<file path="config.mk">
export PLATFORM = sky130hd
export DESIGN_NAME = serial_sub
export DESIGN_NICKNAME = d
export VERILOG_FILES = /design/src/rtl/serial_arith_pkg.sv /design/src/rtl/half_sub.sv /design/src/rtl/serial_sub.sv
export SDC_FILE = /design/constraint.sdc
export NUM_CORES = 1
export LEC_CHECK = 0
export ABC_AREA = 1
export ABC_CLOCK_PERIOD_IN_PS = 1200
export BUFFER_PORTS_ARGS = -buffer_cell sky130_fd_sc_hd__buf_2
export CAP_MARGIN = 40
export CORE_ASPECT_RATIO = 0.75
export CORE_MARGIN = 4
export CORE_UTILIZATION = 49
export DETAILED_ROUTE_END_ITERATION = 12
export GPL_TIMING_DRIVEN = 0
export PLACE_DENSITY = 0.8
export SYNTH_ARGS = -nofsm -noshare
export SYNTH_HDL_FRONTEND = slang
export SYNTH_SLANG_ARGS = --single-unit
</file>
<file path="constraint.sdc">
create_clock -name clk -period 1.2 [get_ports clk]
set_input_delay 0.3 -clock clk [delete_from_list [all_inputs] [get_ports clk]]
set_output_delay 0.3 -clock clk [all_outputs]
set_load 0.02 [all_outputs]
</file>
<file path="src/rtl/serial_arith_pkg.sv">
// Shared types and constants for the bit-serial arithmetic cells.
package serial_arith_pkg;

  typedef enum logic [1:0] {
    IDLE,
    RUN,
    DONE
  } state_e;

  localparam int unsigned SERIAL_WIDTH = 8;

endpackage

</file>
<file path="src/rtl/half_sub.sv">
// Half subtractor: d = x - y, bo = borrow out. Purely combinational.
module half_sub (
  input  logic x,
  input  logic y,
  output logic d,
  output logic bo
);

  assign d  = x ^ y;
  assign bo = ~x & y;

endmodule

</file>
<file path="src/rtl/serial_sub.sv">
// Bit-serial unsigned subtractor, LSB first, one bit per clock.
// Two chained half subtractors form the full subtractor; the borrow
// is carried between bit steps in borrow_ff.
module serial_sub
  import serial_arith_pkg::*;
#(
  parameter int unsigned WIDTH = SERIAL_WIDTH
) (
  input  logic             clk,
  input  logic             rst_n,
  input  logic             in_valid,
  output logic             in_ready,
  input  logic [WIDTH-1:0] a,
  input  logic [WIDTH-1:0] b,
  output logic             out_valid,
  input  logic             out_ready,
  output logic [WIDTH-1:0] diff,
  output logic             borrow
);

  localparam int unsigned CW = $clog2(WIDTH);
  localparam logic [CW-1:0] LastBit = CW'(WIDTH - 1);

  state_e           state;
  logic [WIDTH-1:0] a_sr;
  logic [WIDTH-1:0] b_sr;
  logic [WIDTH-1:0] res_sr;
  logic [CW-1:0]    cnt;
  logic             borrow_ff;

  logic             d1;
  logic             b1;
  logic             d;
  logic             b2;
  logic             bout;
  logic [WIDTH-1:0] res_next;

  half_sub u_hs1 (
    .x  (a_sr[0]),
    .y  (b_sr[0]),
    .d  (d1),
    .bo (b1)
  );

  half_sub u_hs2 (
    .x  (d1),
    .y  (borrow_ff),
    .d  (d),
    .bo (b2)
  );

  // Full-subtractor borrow and the result register after this bit step.
  always_comb begin
    bout     = b1 | b2;
    res_next = {d, res_sr[WIDTH-1:1]};
  end

  // Control FSM with datapath shifting and registered handshake outputs.
  always_ff @(posedge clk) begin
    if (!rst_n) begin
      state     <= IDLE;
      a_sr      <= '0;
      b_sr      <= '0;
      res_sr    <= '0;
      cnt       <= '0;
      borrow_ff <= 1'b0;
      in_ready  <= 1'b1;
      out_valid <= 1'b0;
      diff      <= '0;
      borrow    <= 1'b0;
    end else begin
      unique case (state)
        IDLE: begin
          if (in_valid) begin
            a_sr      <= a;
            b_sr      <= b;
            cnt       <= '0;
            borrow_ff <= 1'b0;
            in_ready  <= 1'b0;
            state     <= RUN;
          end
        end
        RUN: begin
          a_sr      <= a_sr >> 1;
          b_sr      <= b_sr >> 1;
          res_sr    <= res_next;
          borrow_ff <= bout;
          cnt       <= cnt + 1'b1;
          if (cnt == LastBit) begin
            // Latch the outputs so they stay put under backpressure.
            diff      <= res_next;
            borrow    <= bout;
            out_valid <= 1'b1;
            state     <= DONE;
          end
        end
        DONE: begin
          if (out_ready) begin
            out_valid <= 1'b0;
            in_ready  <= 1'b1;
            state     <= IDLE;
          end
        end
        default: state <= IDLE;
      endcase
    end
  end

endmodule

</file>
* Yosys cells after proc, flatten, opt, wreduce, memory -nomap -nowiden
Index checks and enable logic that the tools add are counted.
** Word-level totals
- Input port bits :: 20
- Register bits :: 41
- Output and inout port bits :: 11
** Operators by class
- Equality and inequality tests :: 6
- Mux-type cells :: 17
- Bitwise logic cells :: 7
- Reduce and logical (&&, ||, !) cells :: 9
- Add/subtract/negate cells :: 1
** Operator list (count)
- $pmux W8 S2 :: 2
- $mux W8 :: 2
- $reduce_and A3 Y1 :: 3
- $mux W2 :: 3
- $ne A2 B2 Y1 const B :: 3
- $pmux W1 S2 :: 3
- $pmux W2 S3 :: 1
- $pmux W3 S2 :: 1
- $reduce_bool A2 Y1 :: 3
- $mux W1 :: 4
- $reduce_and A2 Y1 :: 2
- $add A3 B1 Y3 const B :: 1
- $eq A3 B3 Y1 const B :: 1
- $mux W3 :: 1
- $and A1 B1 Y1 :: 2
- $eq A2 B1 Y1 const B :: 1
- $eq A2 B2 Y1 const B :: 1
- $logic_not A2 Y1 :: 1
- $not A1 Y1 :: 2
- $xor A1 B1 Y1 :: 2
- $or A1 B1 Y1 :: 1

* Logic depth before layout (Yosys ltp)
Gate-level depths: netlist (run 1).
- Depth in word-level cells :: 5
- Gate-level depth with buffers :: 8
- Depth with buffers taken out :: 7

* Modules after synthesis
Synthesis (run 1) repeated with hierarchy kept, for this count alone.
** Unflattened totals
- Cells, all modules :: 273
- Area total of the unflattened synthesis :: 1784.2 um2
** By module, submodules not included
- serial_sub :: cells each 267, instances 1, area each 1744.2 um2
- half_sub :: cells each 3, instances 2, area each 20.0 um2

* Worst setup path after synthesis (run 1)
OpenSTA, ideal clock, no wires.
- Kind :: register -> register
- From :: reg cnt[0]
- To :: reg diff[5]
- Required time :: 1.073 ns
- Arrival time :: 1.049 ns
- Path slack :: 0.024 ns
- Cell stages (with the launch flop) :: 8
- Path through :: dfxtp_1 > ha_1 > ha_1 > nand2_2 > buf_6 > nand2_1 > nand2_1 > nor2_1
** Between the ends
- Cells in the longest elaborated chain, start to end :: 2
** RTL lines
- start, declared :: line serial_sub.sv:28 : logic [CW-1:0] cnt;
- start signal, assigned :: line serial_sub.sv:88 : cnt <= cnt + 1'b1;
- $eq A3 B3 Y1 :: line serial_sub.sv:89 : if (cnt == LastBit) begin
- $reduce_and A2 Y1 (no line)
- end signal, assigned :: line serial_sub.sv:91 : diff <= res_next;
- end, declared :: line serial_sub.sv:17 : output logic [WIDTH-1:0] diff,
Every way passes these cells.
A chain may end at the register's enable or synchronous reset.

* Final worst setup path (run 1)
- From :: reg state[1]
- To :: reg a_sr[6]
** Between the ends
- Cells in the longest elaborated chain, start to end :: 3
** RTL lines
- start, declared :: line serial_sub.sv:24 : state_e state;
- start signal, assigned :: line serial_sub.sv:61 : state <= IDLE;
- start signal, assigned :: line serial_sub.sv:80 : state <= RUN;
- start signal, assigned :: line serial_sub.sv:94 : state <= DONE;
- $eq A2 B1 Y1 / $logic_not A2 Y1 (equally long branches) :: line serial_sub.sv:72 : unique case (state)
- $reduce_bool A2 Y1 (no line) / $ne A2 B2 Y1 (equally long branches)
- $reduce_and A2 Y1 (no line)
- end signal, assigned :: line serial_sub.sv:84 : a_sr <= a_sr >> 1;
- end, declared :: line serial_sub.sv:25 : logic [WIDTH-1:0] a_sr;
Several ways; a longest one is shown, not always the timed one.

==> flow_summary.html, run 1 <==
<table>
<tr><th>Metric</th><th>Value</th></tr>
<tr><th colspan="2">Logic synthesis</th></tr>
<tr><td>Gate Count Post-Synth</td><td>277</td></tr>
<tr><td>Register area share after synthesis</td><td>0.443</td></tr>
<tr><td>Number of synthesis warnings</td><td>0</td></tr>
<tr><td>Cell types occupying the most area after synthesis</td><td>dfxtp_1, nand2_1, nor2_1</td></tr>
<tr><td>FF+latch count, synth</td><td>40</td></tr>
<tr><td>Cell area after synthesis</td><td>1810 um2</td></tr>
<tr><td>Synthesized net count</td><td>300</td></tr>
<tr><td>Share of synthesized flip-flops with an asynchronous set or reset</td><td>0</td></tr>
<tr><td>Syn avg cell area</td><td>6.53 um2</td></tr>
<tr><td>Area leader, netlist</td><td>dfxtp_1</td></tr>
<tr><td>Most repeated cell in the gate-level netlist after synthesis</td><td>nand2_1</td></tr>
<tr><td>Count of different cell masters after synthesis</td><td>18</td></tr>
<tr><td>Top cells by instance count after synthesis</td><td>nand2_1, nor2_1, dfxtp_1</td></tr>
<tr><td>Number of enable flip-flop cells after synthesis</td><td>0</td></tr>
<tr><td>Most common flop cell mapped by yosys</td><td>dfxtp_1</td></tr>
<tr><td>Fraction of post-synthesis cell area in the top cell type by area</td><td>0.443</td></tr>
<tr><th colspan="2">Drt</th></tr>
<tr><td>Post-detailed-route count of antenna-violating nets</td><td>0</td></tr>
<tr><td>Vias per cell</td><td>4.48</td></tr>
<tr><td>Drt pass-1 iters</td><td>5</td></tr>
<tr><td>Total wirelength of the detailed-routed design</td><td>4.05 mm</td></tr>
<tr><td>Detailed-route wire length per cell</td><td>10.9 um</td></tr>
<tr><td>DRC violation count after routing</td><td>0</td></tr>
<tr><td>Starting DRC count in detailed routing</td><td>90</td></tr>
<tr><td>Via count</td><td>1663</td></tr>
<tr><th colspan="2">Place</th></tr>
<tr><td>Number of buffers inserted by port buffering</td><td>30</td></tr>
<tr><td>HPWL reported at the end of detailed placement</td><td>2.53 mm</td></tr>
<tr><td>Placement Cell Area</td><td>2020 um2</td></tr>
<tr><td>Gpl congestion</td><td>0.769</td></tr>
<tr><td>Dpl ws</td><td>-129 ps</td></tr>
<tr><th colspan="2">Power</th></tr>
<tr><td>Internal power component</td><td>2.63 mW</td></tr>
<tr><td>Cell area power density</td><td>1450 nW/um2</td></tr>
<tr><td>LEAKAGE</td><td>1.20 nW</td></tr>
<tr><td>Part of the total power dissipated in sequential elements</td><td>0.423</td></tr>
<tr><td>VDD IR max</td><td>1310 uV</td></tr>
<tr><td>Switching part of the total</td><td>0.228</td></tr>
<tr><td>Logic pwr share</td><td>0.131</td></tr>
<tr><td>Clock network fraction of total power</td><td>0.446</td></tr>
<tr><td>NetSw</td><td>0.779 mW</td></tr>
<tr><th colspan="2">Floorplan</th></tr>
<tr><td>Die boundary height</td><td>60.6 um</td></tr>
<tr><td>Core area</td><td>3420 um2</td></tr>
<tr><td>Initial cell density of the core</td><td>0.529</td></tr>
<tr><td>Die boundary width</td><td>78.2 um</td></tr>
<tr><td>I/O pin total</td><td>31</td></tr>
<tr><td>Total Die Area</td><td>4740 um2</td></tr>
<tr><td>Site row count</td><td>18</td></tr>
<tr><th colspan="2">Global routing</th></tr>
<tr><td>Via count of the first global-routing pass</td><td>1394</td></tr>
<tr><td>GRT Total Usage</td><td>0.161</td></tr>
<tr><td>Pin count of the biggest net entering global routing</td><td>14</td></tr>
<tr><td>Number of antenna violations at the first check in global routing</td><td>0</td></tr>
<tr><td>Wire length of the first global-routing pass</td><td>6.06 mm</td></tr>
<tr><td>Congestion Overflow GR</td><td>0</td></tr>
<tr><th colspan="2">CTS</th></tr>
<tr><td>Maximum number of buffers from clock root to sink</td><td>2</td></tr>
<tr><td>TritonCTS clock tree</td><td>done</td></tr>
<tr><td>Maximum level of the CTS H-tree</td><td>2</td></tr>
<tr><td>Number of hold buffers added after cts</td><td>0</td></tr>
<tr><td>Clk_lat worst skew</td><td>300 ps</td></tr>
<tr><td>CTS root buf</td><td>clkbuf_8</td></tr>
<tr><td>Register clock-pin slew on the reported worst setup and hold paths</td><td>70 ps</td></tr>
<tr><td>Inserted Clock Buffers</td><td>5</td></tr>
<tr><td>Num Clock Sinks</td><td>40</td></tr>
<tr><th colspan="2">STA</th></tr>
<tr><td>Post-route worst setup slack</td><td>-2.27 ps</td></tr>
<tr><td>Actual slew at the worst max-slew pin</td><td>461 ps</td></tr>
<tr><td>Number of endpoints failing setup at the final stage</td><td>1</td></tr>
<tr><td>Setup TNS Final</td><td>-2.27 ps</td></tr>
<tr><td>Clock tree skew after final layout</td><td>7.46 ps</td></tr>
<tr><td>Rel. slew slack</td><td>0.693</td></tr>
<tr><td>Upper clock frequency limit</td><td>832 MHz</td></tr>
<tr><td>Number of hold violations in the final report</td><td>0</td></tr>
<tr><td>Min Tclk post-route</td><td>1200 ps</td></tr>
<tr><td>Max Transition Viols Final</td><td>0</td></tr>
<tr><td>Unrepaired setup endpoints after global routing</td><td>true</td></tr>
<tr><td>Crit share post-route</td><td>1.00</td></tr>
<tr><th colspan="2">Worst setup path</th></tr>
<tr><td>Worst path slowest cell</td><td>dfxtp_4</td></tr>
<tr><td>Crit. End Element</td><td>register</td></tr>
<tr><td>Critical-path cell list</td><td>inv_4 -&gt; nand2_4 -&gt; buf_8 -&gt; buf_8 -&gt; nand2_1 -&gt; nand2_1 -&gt; nor2_1 -&gt; nor2_1</td></tr>
<tr><td>Type of the worst setup path</td><td>reg2reg</td></tr>
<tr><td>Critical path startpoint</td><td>state[1]</td></tr>
<tr><td>Number of buffer and inverter instances along the worst setup path</td><td>3</td></tr>
<tr><td>Critical path's top delay family</td><td>flip-flops</td></tr>
<tr><td>WP data arrival</td><td>1390 ps</td></tr>
<tr><td>Worst r2r src</td><td>state[1]</td></tr>
<tr><td>Nature of the critical path startpoint</td><td>register</td></tr>
<tr><td>Highest net fanout along the worst path</td><td>10</td></tr>
<tr><td>Data required time at the worst endpoint</td><td>1390 ps</td></tr>
<tr><td>Biggest cell delay along the critical path</td><td>380 ps</td></tr>
<tr><th colspan="2">Final layout</th></tr>
<tr><td>Layout cells sized above 1</td><td>0.215</td></tr>
<tr><td>Storage cell area</td><td>810 um2</td></tr>
<tr><td>Net count, final</td><td>343</td></tr>
<tr><td>Post-Layout Inst Area</td><td>2350 um2</td></tr>
<tr><td>Number of antenna repair diodes</td><td>0</td></tr>
<tr><td>Multi-input gate area</td><td>855 um2</td></tr>
<tr><td>Filler instances</td><td>281</td></tr>
<tr><td>Area delta synth-&gt;final</td><td>29.8%</td></tr>
<tr><th colspan="2">Worst hold path</th></tr>
<tr><td>Worst hold path startpoint</td><td>b[7]</td></tr>
<tr><td>Path type of the worst min-delay path</td><td>in2reg</td></tr>
<tr><th colspan="2">Outcome</th></tr>
<tr><td>Result of the run</td><td>finished with violations</td></tr>
<tr><td>Violated checks</td><td>setup timing</td></tr>
<tr><th colspan="2">Job</th></tr>
<tr><td>Count of maximum capacitance violations</td><td>0</td></tr>
</table>
-- stage by stage --
step / hold WS, ps / total power, mW / cells / util
after floorplan: 438 / 1.76 / 277 / -
after global placement: 438 / 1.85 / 357 / 0.591
after detailed placement: 447 / 1.86 / 357 / 0.591
after CTS: 268 / 3.37 / 367 / 0.650
after global routing: 264 / 3.53 / 371 / 0.686
final: 270 / 3.41 / 371 / 0.686
-- repair_timing --
item                       in CTS  in global routing
setup endpoints to repair      16                 33
gates cloned                    0                  2
pin swaps                       2                  5
resized for setup               8                 22
setup buffers                   2                  2
-- layout by cell type, fill, tap and decap left out, types with 5 or more instances in the layout --
master / synthesis / final
o21ai_0: 10 / 9
inv_1: 31 / 29
buf_2: 4 / 31
clkbuf_8: 0 / 5
nand2_1: 90 / 88
a21oi_1: 9 / 9
nand3_1: 6 / 6
dfxtp_1: 40 / 35
buf_4: 1 / 6
nor2_1: 70 / 69
-- kinds of logic after synthesis --
logic type | Yosys count | synth area share
compound gates | 19 | 0.0526
buf+inv | 45 | 0.117
fa+ha+maj | 3 | 0.0249
simple gates | 170 | 0.363
flops | 40 | 0.443
-- layout make-up --
class                      count  share of cell area
sequential                    40               0.345
buffer                        13              0.0469
clock buffer                   5              0.0293
tap                           50              0.0266
timing repair buffer          36              0.0980
clock inverter                 3              0.0384
multi-input combinational    192               0.364
inverter                      32              0.0522
-- layer usage --
metal	up-vias	global-route usage	part of all wire	routed length (um)
met2	39	0.243	0.44	1790
met1	713	0.224	0.48	1940
met5	-	0	0	0
met4	0	0.0599	0.017	68
met3	8	0.0430	0.061	248
li1	903	-	-	-
-- state kept, by name, indices dropped and copies added (netlist names) --
name       flops
a_sr           8
b_sr           8
borrow         1
borrow_ff      1
cnt            3
diff           8
in_ready       1
out_valid      1
res_sr         7
state          2
-- worst register-to-register path: cells and delay by family, from the launching register on --
| kind | cells | cell delay (ps) |
|---|---|---|
| DFF | 1 | 380 |
| buffers and inverters | 3 | 340 |
| and+or+nand+nor | 5 | 380 |
-- power groups by stage --
stage	clock (mW)	combinational, mW	sequential (mW)
final	1.52	0.446	1.44
after global routing	1.58	0.502	1.45
after global placement	0	0.383	1.47
after detailed placement	0	0.390	1.47
after floorplan	0	0.290	1.47
after CTS	1.53	0.396	1.44
-- worst paths after layout --
path	cells after the start	end	slack, ps
max reg2reg	8	a_sr[6]	-2
max	8	a_sr[6]	-2
min reg2reg	2	in_ready	450
min	3	b_sr[7]	270
Power figures use the tool's default switching activity.
==> inputs of run 2 (changes only) <==
--- a/config.mk
+++ b/config.mk
@@ -14,7 +14,7 @@
 export CORE_UTILIZATION = 49
 export DETAILED_ROUTE_END_ITERATION = 12
 export GPL_TIMING_DRIVEN = 0
-export PLACE_DENSITY = 0.8
+export PLACE_DENSITY_LB_ADDON = 0.12
 export SYNTH_ARGS = -nofsm -noshare
 export SYNTH_HDL_FRONTEND = slang
 export SYNTH_SLANG_ARGS = --single-unit
==> flow_summary.html, run 2 (same netlist as run 1, synthesis figures left out) <==
<table>
<tr><th>Metric</th><th>Value</th></tr>
<tr><th colspan="2">Worst setup path</th></tr>
<tr><td>Worst r2r src</td><td>cnt[0]</td></tr>
<tr><td>Register-to-Register Path Depth</td><td>7 (-1)</td></tr>
<tr><td>Nature of the critical path startpoint</td><td>register</td></tr>
<tr><td>Type of the worst setup path</td><td>reg2reg</td></tr>
<tr><td>Data required time at the worst endpoint</td><td>1370 ps (-20 ps)</td></tr>
<tr><td>Worst-case register-to-register setup slack</td><td>50 ps (+50 ps)</td></tr>
<tr><td>WP data arrival</td><td>1330 ps (-60 ps)</td></tr>
<tr><td>FF-to-FF End</td><td>diff[5]</td></tr>
<tr><td>Crit. End Element</td><td>register</td></tr>
<tr><td>Highest net fanout along the worst path</td><td>5 (-5)</td></tr>
<tr><th colspan="2">Drt</th></tr>
<tr><td>Detailed-route wire length per cell</td><td>10.8 um (-1.3%)</td></tr>
<tr><td>Total wirelength of the detailed-routed design</td><td>4.02 mm (-0.74%)</td></tr>
<tr><td>Vias per cell</td><td>4.50 (+0.48%)</td></tr>
<tr><td>Via count</td><td>1680 (+1.0%)</td></tr>
<tr><td>Post-detailed-route count of antenna-violating nets</td><td>0 (unchanged)</td></tr>
<tr><td>Starting DRC count in detailed routing</td><td>89 (-1.1%)</td></tr>
<tr><td>DRC violation count after routing</td><td>0 (unchanged)</td></tr>
<tr><td>Drt pass-1 iters</td><td>5 (unchanged)</td></tr>
<tr><th colspan="2">Worst hold path</th></tr>
<tr><td>Path type of the worst min-delay path</td><td>in2reg</td></tr>
<tr><td>Hold-critical path endpoint</td><td>b_sr[7]</td></tr>
<tr><td>Worst hold path startpoint</td><td>b[7]</td></tr>
<tr><td>Cell count of the worst hold path</td><td>3 (unchanged)</td></tr>
<tr><th colspan="2">Global routing</th></tr>
<tr><td>GRT Total Usage</td><td>0.171 (+0.00949)</td></tr>
<tr><td>Congestion Overflow GR</td><td>0 (unchanged)</td></tr>
<tr><td>Number of antenna violations at the first check in global routing</td><td>0 (unchanged)</td></tr>
<tr><td>Via count of the first global-routing pass</td><td>1428 (+2.4%)</td></tr>
<tr><td>Wire length of the first global-routing pass</td><td>6.32 mm (+4.3%)</td></tr>
<tr><td>Pin count of the biggest net entering global routing</td><td>13 (-1)</td></tr>
<tr><th colspan="2">CTS</th></tr>
<tr><td>Maximum number of buffers from clock root to sink</td><td>2 (unchanged)</td></tr>
<tr><td>Num Clock Sinks</td><td>40 (unchanged)</td></tr>
<tr><td>Inserted Clock Buffers</td><td>5 (unchanged)</td></tr>
<tr><td>CTS root buf</td><td>clkbuf_8</td></tr>
<tr><td>TritonCTS clock tree</td><td>done</td></tr>
<tr><td>Clk_lat worst skew</td><td>290 ps (about the same)</td></tr>
<tr><td>Maximum level of the CTS H-tree</td><td>2 (unchanged)</td></tr>
<tr><td>Register clock-pin slew on the reported worst setup and hold paths</td><td>80 ps (about the same)</td></tr>
<tr><th colspan="2">Final layout</th></tr>
<tr><td>Top library cells by usage in the layout, fill and taps aside</td><td>nand2_1, nor2_1, dfxtp_1, buf_2, inv_1</td></tr>
<tr><td>Post-Layout Inst Area</td><td>2370 um2 (+0.85%)</td></tr>
<tr><td>Number of antenna repair diodes</td><td>0 (unchanged)</td></tr>
<tr><td>Registers with the highest flip-flop counts</td><td>a_sr: 8 flops, b_sr: 8 flops, diff: 8 flops</td></tr>
<tr><td>Layout cells sized above 1</td><td>0.238 (+0.0234)</td></tr>
<tr><td>Area delta synth-&gt;final</td><td>30.9%</td></tr>
<tr><td>Leading cell type in the layout, fill and taps excluded</td><td>nand2_1</td></tr>
<tr><td>Filler instances</td><td>327 (+16%)</td></tr>
<tr><td>Net count, final</td><td>345 (+0.58%)</td></tr>
<tr><td>Layout Utilization</td><td>0.692 (+0.00585)</td></tr>
<tr><th colspan="2">Place</th></tr>
<tr><td>HPWL reported at the end of detailed placement</td><td>2.57 mm (+1.7%)</td></tr>
<tr><td>Dpl ws</td><td>-143 ps (-14.3 ps)</td></tr>
<tr><td>Placement Cell Area</td><td>2020 um2 (unchanged)</td></tr>
<tr><td>Gpl congestion</td><td>0.787 (+2.3%)</td></tr>
<tr><td>Number of buffers inserted by port buffering</td><td>30 (unchanged)</td></tr>
<tr><th colspan="2">STA</th></tr>
<tr><td>Upper clock frequency limit</td><td>866 MHz (+4.1%)</td></tr>
<tr><td>Number of endpoints failing setup at the final stage</td><td>0 (-1)</td></tr>
<tr><td>Min Tclk post-route</td><td>1150 ps (-47.4 ps)</td></tr>
<tr><td>Post-route worst setup slack</td><td>45.1 ps (+47.4 ps)</td></tr>
<tr><td>Clock tree skew after final layout</td><td>5.63 ps (-1.83 ps)</td></tr>
<tr><td>Rel. slew slack</td><td>0.669 (-0.0243)</td></tr>
<tr><td>Max Transition Viols Final</td><td>0 (unchanged)</td></tr>
<tr><td>Crit share post-route</td><td>0.962 (-0.0395)</td></tr>
<tr><td>Number of hold violations in the final report</td><td>0 (unchanged)</td></tr>
<tr><td>Unrepaired setup endpoints after global routing</td><td>true</td></tr>
<tr><td>Actual slew at the worst max-slew pin</td><td>497 ps (+36.5 ps)</td></tr>
<tr><th colspan="2">Outcome</th></tr>
<tr><td>Result of the run</td><td>completed</td></tr>
<tr><th colspan="2">Job</th></tr>
<tr><td>Count of maximum capacitance violations</td><td>0 (unchanged)</td></tr>
<tr><th colspan="2">Power</th></tr>
<tr><td>Cell area power density</td><td>1270 nW/um2 (-12%)</td></tr>
<tr><td>VDD IR max</td><td>1170 uV (-10%)</td></tr>
<tr><td>LEAKAGE</td><td>1.20 nW (-0.48%)</td></tr>
<tr><th colspan="2">Floorplan</th></tr>
<tr><td>Site row count</td><td>18 (unchanged)</td></tr>
<tr><td>Core area</td><td>3420 um2 (unchanged)</td></tr>
<tr><td>Die boundary width</td><td>78.2 um (unchanged)</td></tr>
<tr><td>Total Die Area</td><td>4740 um2 (unchanged)</td></tr>
<tr><td>I/O pin total</td><td>31 (unchanged)</td></tr>
<tr><td>Initial cell density of the core</td><td>0.529 (unchanged)</td></tr>
<tr><td>Die boundary height</td><td>60.6 um (unchanged)</td></tr>
</table>
run 2: changes by cell type in the layout (fill, tap and decap cells not counted), sizes merged:
cell    change
buf         +2
bufinv      -2
clkbuf      +1
clkinv      +1
run 2: worst max-delay path by stage:
stage	start	to	slack (ps)	depth (start not counted)
finish	cnt[0]	diff[5]	50	7
global route	cnt[0]	diff[5]	-30	7
CTS	cnt[0]	diff[5]	-8	7
detailed placement	cnt[0]	diff[5]	-140	7
global placement	cnt[0]	diff[5]	-160	7
floorplan	cnt[0]	diff[5]	20	7
run 2: through the flow:
| stage | cells | setup TNS [ps] | power [mW] | hold WS [ps] |
|---|---|---|---|---|
| after floorplan | 277 | 0 | 1.76 | 438 |
| after global placement | 357 | -713 | 1.86 | 439 |
| after detailed placement | 357 | -729 | 1.86 | 446 |
| after CTS | 367 | -8.46 | 2.94 | 279 |
| after global routing | 373 | -106 | 3.17 | 288 |
| final | 373 | 0 | 3.01 | 281 |
run 2: power breakdown:
part	total, mW	internal (mW)	switching (mW)	leakage (nW)
Combinational	0.480	0.211	0.269	0.810
Sequential	1.45	1.41	0.0409	0.332
Clock	1.09	0.617	0.469	0.0552
run 2: timing repair:
action | in CTS | in global routing
resized for setup | 7 | 38
buffers inserted | 2 | 3
endpoints found under the setup margin | 21 | 35
cloned | 0 | 3
hold buffers | 0 | 0
pin swaps | 2 | 9
run 2: layout make-up:
class | count | area (um2) | share of cell area
Multi-Input combinational cell | 192 | 876 | 0.370
Sequential cell | 40 | 816 | 0.344
Timing Repair Buffer | 38 | 270 | 0.114
Clock inverter | 2 | 35.0 | 0.0148
Buffer | 13 | 114 | 0.0481
Tap cell | 50 | 62.6 | 0.0264
Inverter | 32 | 123 | 0.0518
Clock buffer | 6 | 72.6 | 0.0306
run 2: critical path: stages, from the launching register on:
cell	delay [ps]
dfxtp_4	360
ha_4	160
ha_4	160
nand2_4	100
buf_8	120
nand2_2	40
nand2_1	60
nor2_1	40
run 2: per-layer routing:
| metal | wire, um | track usage | part of all wire |
|---|---|---|---|
| met4 | 57 | 0.0773 | 0.014 |
| met2 | 1670 | 0.259 | 0.42 |
| met5 | 0 | 0 | 0 |
| met1 | 2130 | 0.232 | 0.53 |
| met3 | 160 | 0.0445 | 0.040 |
==> inputs of run 3 (changes only) <==
--- a/config.mk
+++ b/config.mk
@@ -11,10 +11,12 @@
 export CAP_MARGIN = 40
 export CORE_ASPECT_RATIO = 0.75
 export CORE_MARGIN = 4
-export CORE_UTILIZATION = 49
+export CORE_UTILIZATION = 50
+export CTS_BUF_LIST = sky130_fd_sc_hd__clkbuf_4
 export DETAILED_ROUTE_END_ITERATION = 12
 export GPL_TIMING_DRIVEN = 0
 export PLACE_DENSITY_LB_ADDON = 0.12
+export SKIP_LAST_GASP = 1
 export SYNTH_ARGS = -nofsm -noshare
 export SYNTH_HDL_FRONTEND = slang
 export SYNTH_SLANG_ARGS = --single-unit
==> flow_summary.html, run 3 (same netlist as run 1, synthesis figures left out) <==
<table>
<tr><th>Metric</th><th>Value</th></tr>
<tr><th colspan="2">Place</th></tr>
<tr><td>Gpl congestion</td><td>0.768 (-2.5%)</td></tr>
<tr><td>Number of buffers inserted by port buffering</td><td>30 (unchanged)</td></tr>
<tr><td>HPWL reported at the end of detailed placement</td><td>2.57 mm (-0.26%)</td></tr>
<tr><th colspan="2">STA</th></tr>
<tr><td>Number of endpoints failing setup at the final stage</td><td>0 (unchanged)</td></tr>
<tr><td>Min Tclk post-route</td><td>1170 ps (+17.8 ps)</td></tr>
<tr><td>Setup TNS Final</td><td>0 ps (unchanged)</td></tr>
<tr><td>Number of hold violations in the final report</td><td>0 (unchanged)</td></tr>
<tr><td>Max Transition Viols Final</td><td>0 (unchanged)</td></tr>
<tr><td>Upper clock frequency limit</td><td>853 MHz (-1.5%)</td></tr>
<tr><td>Unrepaired setup endpoints after global routing</td><td>true</td></tr>
<tr><td>Actual slew at the worst max-slew pin</td><td>456 ps (-40.8 ps)</td></tr>
<tr><td>Crit share post-route</td><td>0.977 (+0.0149)</td></tr>
<tr><td>Clock tree skew after final layout</td><td>9.65 ps (+4.02 ps)</td></tr>
<tr><td>Rel. slew slack</td><td>0.696 (+0.0272)</td></tr>
<tr><th colspan="2">CTS</th></tr>
<tr><td>Maximum number of buffers from clock root to sink</td><td>2 (unchanged)</td></tr>
<tr><td>Inserted Clock Buffers</td><td>5 (unchanged)</td></tr>
<tr><td>CTS root buf</td><td>clkbuf_4</td></tr>
<tr><td>Maximum level of the CTS H-tree</td><td>2 (unchanged)</td></tr>
<tr><td>TritonCTS clock tree</td><td>done</td></tr>
<tr><td>Number of hold buffers added after cts</td><td>0 (unchanged)</td></tr>
<tr><td>Register clock-pin slew on the reported worst setup and hold paths</td><td>130 ps (+50 ps)</td></tr>
<tr><td>Clk_lat worst skew</td><td>360 ps (+70 ps)</td></tr>
<tr><td>Num Clock Sinks</td><td>40 (unchanged)</td></tr>
<tr><th colspan="2">Worst setup path</th></tr>
<tr><td>Endpoint of the worst setup timing path</td><td>borrow_ff</td></tr>
<tr><td>Data required time at the worst endpoint</td><td>1480 ps (+110 ps)</td></tr>
<tr><td>WP data arrival</td><td>1460 ps (+130 ps)</td></tr>
<tr><td>Nature of the critical path startpoint</td><td>register</td></tr>
<tr><td>FF-to-FF End</td><td>borrow_ff</td></tr>
<tr><td>Worst r2r src</td><td>borrow_ff</td></tr>
<tr><td>Highest net fanout along the worst path</td><td>2 (-3)</td></tr>
<tr><td>Type of the worst setup path</td><td>reg2reg</td></tr>
<tr><td>Worst-case register-to-register setup slack</td><td>30 ps (-20 ps)</td></tr>
<tr><td>Register-to-Register Path Depth</td><td>5 (-2)</td></tr>
<tr><td>Crit. End Element</td><td>register</td></tr>
<tr><td>Critical path startpoint</td><td>borrow_ff</td></tr>
<tr><th colspan="2">Final layout</th></tr>
<tr><td>Layout cells sized above 1</td><td>0.245 (+0.00695)</td></tr>
<tr><td>Top library cells by usage in the layout, fill and taps aside</td><td>nand2_1, nor2_1, inv_1, dfxtp_1, buf_2</td></tr>
<tr><td>Net count, final</td><td>344 (-0.29%)</td></tr>
<tr><td>Area delta synth-&gt;final</td><td>27.7%</td></tr>
<tr><td>Number of antenna repair diodes</td><td>0 (unchanged)</td></tr>
<tr><td>Leading cell type in the layout, fill and taps excluded</td><td>nand2_1</td></tr>
<tr><td>Registers with the highest flip-flop counts</td><td>a_sr: 8 flops, b_sr: 8 flops, diff: 8 flops</td></tr>
<tr><th colspan="2">Global routing</th></tr>
<tr><td>GRT Total Usage</td><td>0.168 (-0.00219)</td></tr>
<tr><td>Number of antenna violations at the first check in global routing</td><td>0 (unchanged)</td></tr>
<tr><td>Congestion Overflow GR</td><td>0 (unchanged)</td></tr>
<tr><td>Via count of the first global-routing pass</td><td>1330 (-6.9%)</td></tr>
<tr><td>Wire length of the first global-routing pass</td><td>6.01 mm (-4.9%)</td></tr>
<tr><td>Pin count of the biggest net entering global routing</td><td>14 (+1)</td></tr>
<tr><th colspan="2">Drt</th></tr>
<tr><td>Starting DRC count in detailed routing</td><td>103 (+16%)</td></tr>
<tr><td>Post-detailed-route count of antenna-violating nets</td><td>0 (unchanged)</td></tr>
<tr><td>Vias per cell</td><td>4.57 (+1.4%)</td></tr>
<tr><td>Via count</td><td>1653 (-1.6%)</td></tr>
<tr><td>DRC violation count after routing</td><td>0 (unchanged)</td></tr>
<tr><td>Drt pass-1 iters</td><td>4 (-1)</td></tr>
<tr><td>Detailed-route wire length per cell</td><td>10.8 um (about the same)</td></tr>
<tr><td>Total wirelength of the detailed-routed design</td><td>3.90 mm (-3.0%)</td></tr>
<tr><th colspan="2">Floorplan</th></tr>
<tr><td>Initial cell density of the core</td><td>0.536 (+0.00705)</td></tr>
<tr><td>Die boundary height</td><td>60.1 um (-0.87%)</td></tr>
<tr><td>Die boundary width</td><td>77.5 um (-0.90%)</td></tr>
<tr><td>Total Die Area</td><td>4650 um2 (-1.8%)</td></tr>
<tr><td>I/O pin total</td><td>31 (unchanged)</td></tr>
<tr><td>Site row count</td><td>18 (unchanged)</td></tr>
<tr><td>Core area</td><td>3380 um2 (-1.3%)</td></tr>
<tr><th colspan="2">Power</th></tr>
<tr><td>Cell area power density</td><td>1200 nW/um2 (-5.3%)</td></tr>
<tr><td>VDD IR max</td><td>1020 uV (-13%)</td></tr>
<tr><td>LEAKAGE</td><td>1.17 nW (-2.3%)</td></tr>
<tr><td>Power after layout</td><td>2.78 mW (-7.6%)</td></tr>
<tr><th colspan="2">Outcome</th></tr>
<tr><td>Result of the run</td><td>completed</td></tr>
<tr><th colspan="2">Job</th></tr>
<tr><td>Count of maximum capacitance violations</td><td>0 (unchanged)</td></tr>
<tr><th colspan="2">Worst hold path</th></tr>
<tr><td>Path type of the worst min-delay path</td><td>in2reg</td></tr>
</table>
## run 3: changes by cell type in the layout (fill, tap and decap cells not counted), sizes merged
cell,before,now
buf,44,42
clkinvlp,0,1
## run 3: worst min path at each step
stage,startpoint,endpoint,cells after the start
4_1_cts,b[7],b_sr[7],3
3_5_place_dp,in_ready,in_ready,2
3_3_place_gp,in_ready,in_ready,2
5_1_grt,b[7],b_sr[7],3
6_report,b[7],b_sr[7],3
2_1_floorplan,rst_n,res_sr[5],2
## run 3: power breakdown
part | internal, mW | leakage, nW | switching [mW]
combinational | 0.184 | 0.792 | 0.253
sequential | 1.41 | 0.335 | 0.0383
clock | 0.434 | 0.0412 | 0.470
total | 2.02 | 1.17 | 0.761
## run 3: layout make-up
type	count	area [um2]
repair buffers	37	269
well taps	40	50.0
inverters	32	123
clock inverters	3	42.5
flip-flops and latches	40	825
multi-input cells	192	855
fillers	298	1070
clock buffers	5	37.5
plain buffers	13	110
## run 3: through the flow
stage	instances	hold WS (ps)	instance area [um2]	utilization	setup slack (ps)
after floorplan	277	438	1810	-	23.7
after global placement	347	438	2010	0.595	-130
after CTS	356	187	2110	0.626	-14.0
after detailed placement	347	443	2010	0.595	-107
final	362	192	2310	0.684	27.3
after global routing	362	183	2310	0.684	-28.6
## run 3: per-layer routing
layer,global-route usage,part of all wire
met5,0,0
met4,0.0838,0.017
met2,0.245,0.41
met1,0.225,0.53
met3,0.0542,0.043
## run 3: timing repair
| action | in CTS | in global routing |
|---|---|---|
| buffers inserted | 1 | 4 |
| pin swaps | 2 | 9 |
| cloned | 0 | 2 |
| endpoints found under the setup margin | 21 | 49 |
| resized for setup | 6 | 46 |
## run 3: worst max-delay path, cell delays in order, from the launching register on
cell and delay, ps:
dfxtp_2 350, inv_1 50, fa_1 400, inv_1 80
nand2_1 60, a21oi_1 160
